### src/rtl/round_key_sequencer_pkg.sv
// Shared definitions for the AES round-key sequencer and the key expansion:
// key-size codes, round counts and FSM state encodings.
package round_key_sequencer_pkg;

  localparam logic [3:0] NK_AES128 = 4'd3;
  localparam logic [3:0] NK_AES256 = 4'd7;
  localparam int         NR_AES128 = 10;
  localparam int         NR_AES256 = 14;

  typedef enum logic [1:0] {
    ST_IDLE     = 2'd0,
    ST_WAIT_KEY = 2'd1,
    ST_STREAM   = 2'd2,
    ST_DONE     = 2'd3
  } rks_state_t;

  // True only for the two supported key-size codes.
  function automatic logic nk_is_valid(input logic [3:0] nk);
    return (nk == NK_AES128) || (nk == NK_AES256);
  endfunction

  // Number of rounds for a key-size code; 0 for an unsupported code.
  function automatic logic [3:0] nk_to_nr(input logic [3:0] nk);
    logic [3:0] nr;
    nr = 4'd0;
    if (nk == NK_AES128) nr = 4'(NR_AES128);
    if (nk == NK_AES256) nr = 4'(NR_AES256);
    return nr;
  endfunction

endpackage

### src/rtl/aes_inv_mixcolumns.sv
// Combinational 128-bit InvMixColumns, one 32-bit column per generate lane.
// Only compiled when RK_INVMIX_EN is defined; otherwise no logic exists.
`ifdef RK_INVMIX_EN
module aes_inv_mixcolumns (
  input  logic [127:0] i_state,
  output logic [127:0] o_state
);

  // GF(2^8) multiply by x modulo the AES polynomial.
  function automatic logic [7:0] xtime(input logic [7:0] b);
    return {b[6:0], 1'b0} ^ (b[7] ? 8'h1b : 8'h00);
  endfunction

  // InvMixColumns of one column; byte 0 is the most significant byte.
  function automatic logic [31:0] inv_mix_col(input logic [31:0] col);
    logic [7:0] a  [4];
    logic [7:0] m9 [4];
    logic [7:0] mb [4];
    logic [7:0] md [4];
    logic [7:0] me [4];
    logic [7:0] x2, x4, x8;
    for (int k = 0; k < 4; k++) begin
      a[k]  = col[31-8*k -: 8];
      x2    = xtime(a[k]);
      x4    = xtime(x2);
      x8    = xtime(x4);
      m9[k] = x8 ^ a[k];
      mb[k] = x8 ^ x2 ^ a[k];
      md[k] = x8 ^ x4 ^ a[k];
      me[k] = x8 ^ x4 ^ x2;
    end
    return {me[0] ^ mb[1] ^ md[2] ^ m9[3],
            m9[0] ^ me[1] ^ mb[2] ^ md[3],
            md[0] ^ m9[1] ^ me[2] ^ mb[3],
            mb[0] ^ md[1] ^ m9[2] ^ me[3]};
  endfunction

  genvar gi;
  generate
    for (gi = 0; gi < 4; gi++) begin : g_col
      assign o_state[127-32*gi -: 32] = inv_mix_col(i_state[127-32*gi -: 32]);
    end
  endgenerate

endmodule
`endif

### src/rtl/round_key_sequencer.sv
// Streams an AES key schedule out of the key-expansion memory, in encrypt
// (round 0..Nr) or decrypt (round Nr..0) order, over a valid/ready port.
// Optional feature macro RK_INVMIX_EN: decrypt keys for inner rounds are
// passed through InvMixColumns for the equivalent inverse cipher.
module round_key_sequencer
  import round_key_sequencer_pkg::*;
#(
  parameter int ADDR_W = 4
) (
  input  logic              clk,
  input  logic              rst_n,
  input  logic              start,
  input  logic              dec,
  input  logic [3:0]        Nk,
  input  logic              key_ready,
  input  logic              abort,
  output logic [ADDR_W-1:0] Addr,
  input  logic [127:0]      ex_key,
  output logic [127:0]      rk_data,
  output logic              rk_valid,
  input  logic              rk_ready,
  output logic [ADDR_W-1:0] rk_round,
  output logic              rk_last,
  output logic              busy,
  output logic              done,
  output logic              err
);

  rks_state_t        r_state;
  logic [ADDR_W-1:0] r_idx;
  logic [ADDR_W-1:0] r_nr;
  logic              r_dec;
  logic [127:0]      r_rk_data;
  logic              r_rk_valid;
  logic [ADDR_W-1:0] r_rk_round;
  logic              r_done;
  logic              r_err;

  logic [ADDR_W-1:0] w_nr_sel;
  logic [ADDR_W-1:0] w_end_idx;
  logic [ADDR_W-1:0] w_idx_next;
  logic [127:0]      w_key;
  logic              w_hs;
  logic              w_last;

  assign w_nr_sel   = ADDR_W'(nk_to_nr(Nk));
  // Round index of the final key of the sequence; idx parks there.
  assign w_end_idx  = r_dec ? '0 : r_nr;
  assign w_idx_next = (r_idx == w_end_idx) ? r_idx
                    : (r_dec ? r_idx - ADDR_W'(1) : r_idx + ADDR_W'(1));
  assign w_hs       = r_rk_valid && rk_ready;
  assign w_last     = r_rk_valid && (r_rk_round == w_end_idx);

`ifdef RK_INVMIX_EN
  logic [127:0] w_inv_key;
  logic         w_inner_round;

  aes_inv_mixcolumns u_inv_mix (
    .i_state (ex_key),
    .o_state (w_inv_key)
  );

  // First and last keys of the decrypt schedule are used unmodified.
  assign w_inner_round = (r_idx != '0) && (r_idx != r_nr);
  assign w_key         = (r_dec && w_inner_round) ? w_inv_key : ex_key;
`else
  assign w_key = ex_key;
`endif

  // Sequencer FSM: request latch, key load/step, handshake and cancel paths.
  always_ff @(posedge clk or negedge rst_n) begin
    if (!rst_n) begin
      r_state    <= ST_IDLE;
      r_idx      <= '0;
      r_nr       <= '0;
      r_dec      <= 1'b0;
      r_rk_data  <= '0;
      r_rk_valid <= 1'b0;
      r_rk_round <= '0;
      r_done     <= 1'b0;
      r_err      <= 1'b0;
    end else begin
      r_done <= 1'b0;
      r_err  <= 1'b0;
      case (r_state)
        ST_IDLE: begin
          if (start) begin
            if (nk_is_valid(Nk)) begin
              r_dec   <= dec;
              r_nr    <= w_nr_sel;
              r_idx   <= dec ? w_nr_sel : '0;
              r_state <= ST_WAIT_KEY;
            end else begin
              r_err <= 1'b1;
            end
          end
        end
        ST_WAIT_KEY: begin
          if (abort) begin
            r_rk_valid <= 1'b0;
            r_state    <= ST_IDLE;
          end else if (key_ready) begin
            r_rk_data  <= w_key;
            r_rk_valid <= 1'b1;
            r_rk_round <= r_idx;
            r_idx      <= w_idx_next;
            r_state    <= ST_STREAM;
          end
        end
        ST_STREAM: begin
          if (abort) begin
            r_rk_valid <= 1'b0;
            r_state    <= ST_IDLE;
          end else if (!key_ready) begin
            // Key memory went stale under us: cancel and flag it.
            r_rk_valid <= 1'b0;
            r_err      <= 1'b1;
            r_state    <= ST_IDLE;
          end else if (w_hs) begin
            if (w_last) begin
              r_rk_valid <= 1'b0;
              r_done     <= 1'b1;
              r_state    <= ST_DONE;
            end else begin
              r_rk_data  <= w_key;
              r_rk_round <= r_idx;
              r_idx      <= w_idx_next;
            end
          end
        end
        ST_DONE: begin
          r_state <= ST_IDLE;
        end
        default: r_state <= ST_IDLE;
      endcase
    end
  end

  assign Addr     = r_idx;
  assign rk_data  = r_rk_data;
  assign rk_valid = r_rk_valid;
  assign rk_round = r_rk_round;
  assign rk_last  = w_last;
  assign busy     = (r_state != ST_IDLE);
  assign done     = r_done;
  assign err      = r_err;

endmodule

### config.mk
export PLATFORM = sky130hd
export DESIGN_NAME = round_key_sequencer
export DESIGN_NICKNAME = d
export VERILOG_FILES = /design/src/rtl/round_key_sequencer_pkg.sv /design/src/rtl/aes_inv_mixcolumns.sv /design/src/rtl/round_key_sequencer.sv
export SDC_FILE = /design/constraint.sdc
export NUM_CORES = 1
export LEC_CHECK = 0
export ABC_AREA = 1
export CAP_MARGIN = 20
export CORE_MARGIN = 10
export CORE_UTILIZATION = 58
export DETAILED_ROUTE_END_ITERATION = 8
export DONT_BUFFER_PORTS = 1
export PLACE_DENSITY = 0.73
export REMOVE_ABC_BUFFERS = 1
export SYNTH_ARGS = -nofsm -noshare
export SYNTH_HDL_FRONTEND = slang
export SYNTH_HIERARCHICAL = 1
export SYNTH_SLANG_ARGS = --single-unit
### constraint.sdc
create_clock -name clk -period 2.5 [get_ports clk]
set_input_delay 0.125 -clock clk [delete_from_list [all_inputs] [get_ports clk]]
set_output_delay 0.125 -clock clk [all_outputs]
set_load 0.02 [all_outputs]
* After elaboration in Yosys (flattened, before gate mapping)
Index checks and enable logic that the tools add are counted.
** Word-level totals
- Bits in registers :: 146
- Bits of input ports :: 139
- Output and inout bits :: 141
- Logic and storage cells :: 96
** Cells by class
- Add/subtract/negate cells :: 2
- Equality and inequality tests :: 18
- Muxes and demuxes :: 55
- Reduce and logical (&&, ||, !) cells :: 12
** Operators with widths (count)
- $mux W128 :: 6
- $pmux W128 S2 :: 1
- $mux W4 :: 20
- $mux W2 :: 8
- $ne A2 B2 Y1 const B :: 8
- $mux W1 :: 15
- $pmux W4 S3 :: 1
- $reduce_and A9 Y1 :: 1
- $eq A4 B4 Y1 :: 2
- $ne A4 B4 Y1 const B :: 2
- $pmux W2 S4 :: 1
- $pmux W4 S2 :: 1
- $reduce_and A7 Y1 :: 1
- $reduce_and A5 Y1 :: 1
- $add A4 B1 Y4 const B :: 1
- $eq A2 B2 Y1 const B :: 2
- $eq A4 B2 Y1 const B :: 1
- $eq A4 B3 Y1 const B :: 1
- $pmux W1 S2 :: 2
- $reduce_and A4 Y1 :: 1
- $reduce_bool A2 Y1 :: 2
- $sub A4 B1 Y4 const B :: 1
- $ne A3 B3 Y1 const B :: 1
- $reduce_and A3 Y1 :: 1
- other kinds (5) :: 6

* Longest topological paths before layout
- Depth after elaboration :: 8
- Gate-level depth with buffers :: 12
- Depth with buffers taken out :: 11

* Worst setup path before layout
No wires, ideal clock.
- Kind :: reg-to-reg
- Start point :: reg r_state[0]
- End point :: reg r_rk_data[10] (netlist: rk_data[10])
- Setup time :: 0.065 ns
- Arrival :: 1.595 ns
- Data required time :: 2.435 ns
- Path slack :: 0.840 ns
- Cell stages (with the launch flop) :: 12
- Path buffers :: 2
- Period minus slack after synthesis :: 1.660 ns
- Cell sequence :: dfrtp_1 > inv_1 > ha_1 > inv_2 > nand2_1 > nand2_1 > nand2_1 > nor2_2 > buf_2 > buf_2 > nand3_1 > nand2_1
** On the way
- Longest elaborated chain between the ends :: 3
- Elaborated cells on any way between the ends :: 11
- Those cells by class :: eq/ne: 8; mux: 1; reduce/logical: 2
** RTL lines
- start, declared :: line round_key_sequencer.sv:29 : rks_state_t r_state;
- start signal, assigned :: line round_key_sequencer.sv:73 : r_state <= ST_IDLE;
- start signal, assigned :: line round_key_sequencer.sv:92 : r_state <= ST_WAIT_KEY;
- start signal, assigned :: line round_key_sequencer.sv:101 : r_state <= ST_IDLE;
- $eq A2 B2 Y1 or $eq A2 B1 Y1 (tied branches) :: line round_key_sequencer.sv:85 : case (r_state)
- $ne A2 B2 Y1 (no source line) or $reduce_bool A2 Y1 (tied branches)
- $reduce_and A7 Y1 (no source line)
- end signal, assigned :: line round_key_sequencer.sv:103 : r_rk_data <= w_key;
- end signal, assigned :: line round_key_sequencer.sv:125 : r_rk_data <= w_key;
- end, declared :: line round_key_sequencer.sv:33 : logic [127:0] r_rk_data;
Several ways; a longest one is shown, not always the timed one.
A chain may end at the register's enable or synchronous reset.

* Worst setup path in the final report
- Start point :: reg r_state[0]
- End point :: reg r_rk_data[69] (netlist: rk_data[69])
The elaborated chain is that of the path after synthesis.

==> run metrics <==
status finished with violations; violations in the final reports negative hold slack; min cycle time layout 2.25 ns; WP data required 2.95 ns; # placed instances 806; VDD IR max 1.80 mV; largest net degree at the start of global routing 145; combinational power share 31.7%; Final Instance Count excl. Fillers 980; CTS tree built; worst skew pair latency 0.51 ns; final worst path period share 90.1%; final-stage net count 973; postcts setup bufs 0; met2 wire length 11.0 mm; worst flop-to-flop path endpoint rk_data[69]; via count 5,660; Final Util 79.4%; gr ovfl total 0; clock group share of total power 22.3%; Flop pwr share 46.1%; CTS max path bufs 2; Yosys warnings 6; RSZ-0062 raised after global routing false; critical-path maximum fanout 77; FP Rows 37; Slew @ Worst Pin 0.741 ns; most common cell after layout, fill and taps aside nand2_1; worst hold slack -0.698 ns; Die H 123 µm; routability cong. 0.896; Worst Setup Path Type reg -> reg; total I/O pin count 280; Rel. slew slack 50.6%; final-report hold violation count 144; Syn-to-layout area delta 33.8%; first-pass GRT wire length 32.1 mm; WL final 20.9 mm; most frequent cells in the layout 305 x nand2_1, 149 x nand3_1, 144 x dfrtp_1; critical path data arrival time 2.70 ns; Initial Util 59.4%; antenna viol nets, final 0; core area 10,300 µm²; Max H-tree Level 4; Tot Pwr 12.8 mW; HP Class in -> async; # clock sinks 144; Net Sw Power 6.02 mW; Avg Vias per Cell 5.78; worst r2r src r_state[0]; M1 WL 6.62 mm; Mapped Area 6130 µm²; drc violations 0; Detailed Routing Iterations Pass 1 7; met3 routed WL 2.40 mm; share of cells above drive strength 1 5.24%; Layout Skew 0.00882 ns; clock root buffer clkbuf_8; antenna violations before repair 3; Final Max Slew Viols 0; reg2reg setup slack 0.25 ns; Seq/Total Area, Yosys 58.8%; R2R depth 11; type of origin of the critical path register; Pint 6.77 mW; Fmax 444 MHz; post-route cell area 8200 µm²; Post-Syn Area per Cell 8.67 µm²; HPWL after DPL 12.3 mm; #FFs+latches synth 144; I/O Buffers 0; max layer used met4; synthesized netlist cell count 707; hold buffers post-CTS 139; Iter 0 DRT Violations 688; Routed wire per std cell 21.3 µm; final setup vio count 0; die width 123 µm; placed cell areas 6130 µm²; die area 15,100 µm²; max cap viols 0; PostCTS Resize Cnt 0; Pleak 4.21 nW; CP Capture Type register; Num CTS Buffers 17; PwrDens 1560 nW/µm²; clk slew on worst S/H paths 0.06 ns; GRT Overall Usage 27.3%; Yosys cell types 24; vias in the first global route 5,996; Sw Share 47.1%
## cell usage after synthesis
library cell / instances / area (µm²)
nand2_1: 305 / 1140
nand3_1: 149 / 746
dfrtp_1: 144 / 3600
buf_2: 31 / 155
inv_1: 20 / 75.1
nor2_1: 12 / 45.0
o21ai_0: 9 / 45.0
buf_6: 5 / 56.3
ha_1: 5 / 62.6
clkbuf_1: 4 / 15.0
nand4_1: 4 / 25.0
a21oi_1: 3 / 15.0
buf_1: 2 / 7.51
inv_2: 2 / 7.51
mux2_2: 2 / 22.5
nor2_2: 2 / 12.5
a32o_1: 1 / 10.0
fa_1: 1 / 20.0
nand2_4: 1 / 11.3
nand3_4: 1 / 17.5
nand3b_1: 1 / 7.51
nor3_1: 1 / 5.00
o21ai_2: 1 / 8.76
xor2_1: 1 / 8.76
## kinds of logic (layout without fill, tap and decap cells)
family | after synthesis | count (layout) | synth area share [%]
simple gates | 476 | 476 | 32.9
flops | 144 | 144 | 58.8
buf+inv | 64 | 197 | 5.17
compound gates | 14 | 14 | 1.29
fa+ha+maj | 6 | 6 | 1.35
mux | 2 | 2 | 0.368
xor+xnor | 1 | 1 | 0.143
other cells | 0 | 4 | 0
## power groups by stage
stage | logic, mW | clock network [mW] | registers, mW
floorplan | 2.60 | 0 | 5.39
global placement | 3.39 | 0 | 5.87
detailed placement | 3.64 | 0 | 5.88
CTS | 3.86 | 2.86 | 5.88
global route | 4.59 | 2.98 | 6.01
finish | 4.05 | 2.85 | 5.89
## registers in the layout (all words and copies together) (netlist names)
name and flops:
Addr 4, done 1, err 1, r_dec 1, r_nr 2, r_state 2, rk_data 128, rk_round 4
rk_valid 1
## critical path: stages (launching register included)
cell and delay, ns:
dfrtp_1 0.39, inv_1 0.09, ha_1 0.32, inv_2 0.07, nand2_1 0.07, nand2_1 0.06
nand2_1 0.10, nor2_4 0.06, nand2_4 0.07, buf_4 0.56, nand2_1 0.21, nand2_1 0.12
## worst max path at each step
| stage | from | to | cells past startpoint |
|---|---|---|---|
| after floorplan | r_state[0] | rk_round[0] | 9 |
| after global placement | r_state[0] | rk_round[3] | 10 |
| after detailed placement | r_state[0] | rk_round[1] | 10 |
| after CTS | r_state[0] | rk_round[1] | 10 |
| after global routing | r_state[0] | rk_data[69] | 11 |
| final | r_state[0] | rk_data[69] | 11 |
## final cells by class
cell class / instances / area, µm²
fill: 585 / 2130
multi-input combinational: 499 / 2210
clock buffer: 21 / 459
clock inverter: 10 / 206
tap: 136 / 170
timing repair buffer: 144 / 1450
inverter: 22 / 82.6
antenna: 4 / 10.0
sequential: 144 / 3600
## routing by layer
| metal | vias to the layer above | track usage (%) |
|---|---|---|
| met3 | 78 | 11.3 |
| li1 | 2508 | - |
| met2 | 368 | 46.4 |
| met4 | 0 | 15.6 |
| met5 | - | 0 |
| met1 | 2706 | 28.0 |
## metrics by stage
stage | TNS [ns] | setup slack, ns
after CTS | 0 | 0.337
after global placement | 0 | 0.442
after detailed placement | 0 | 0.347
final | 0 | 0.247
after floorplan | -331.81 | -2.61
after global routing | 0 | 0.0804
Note: power is estimated with default switching activity, not from simulation.
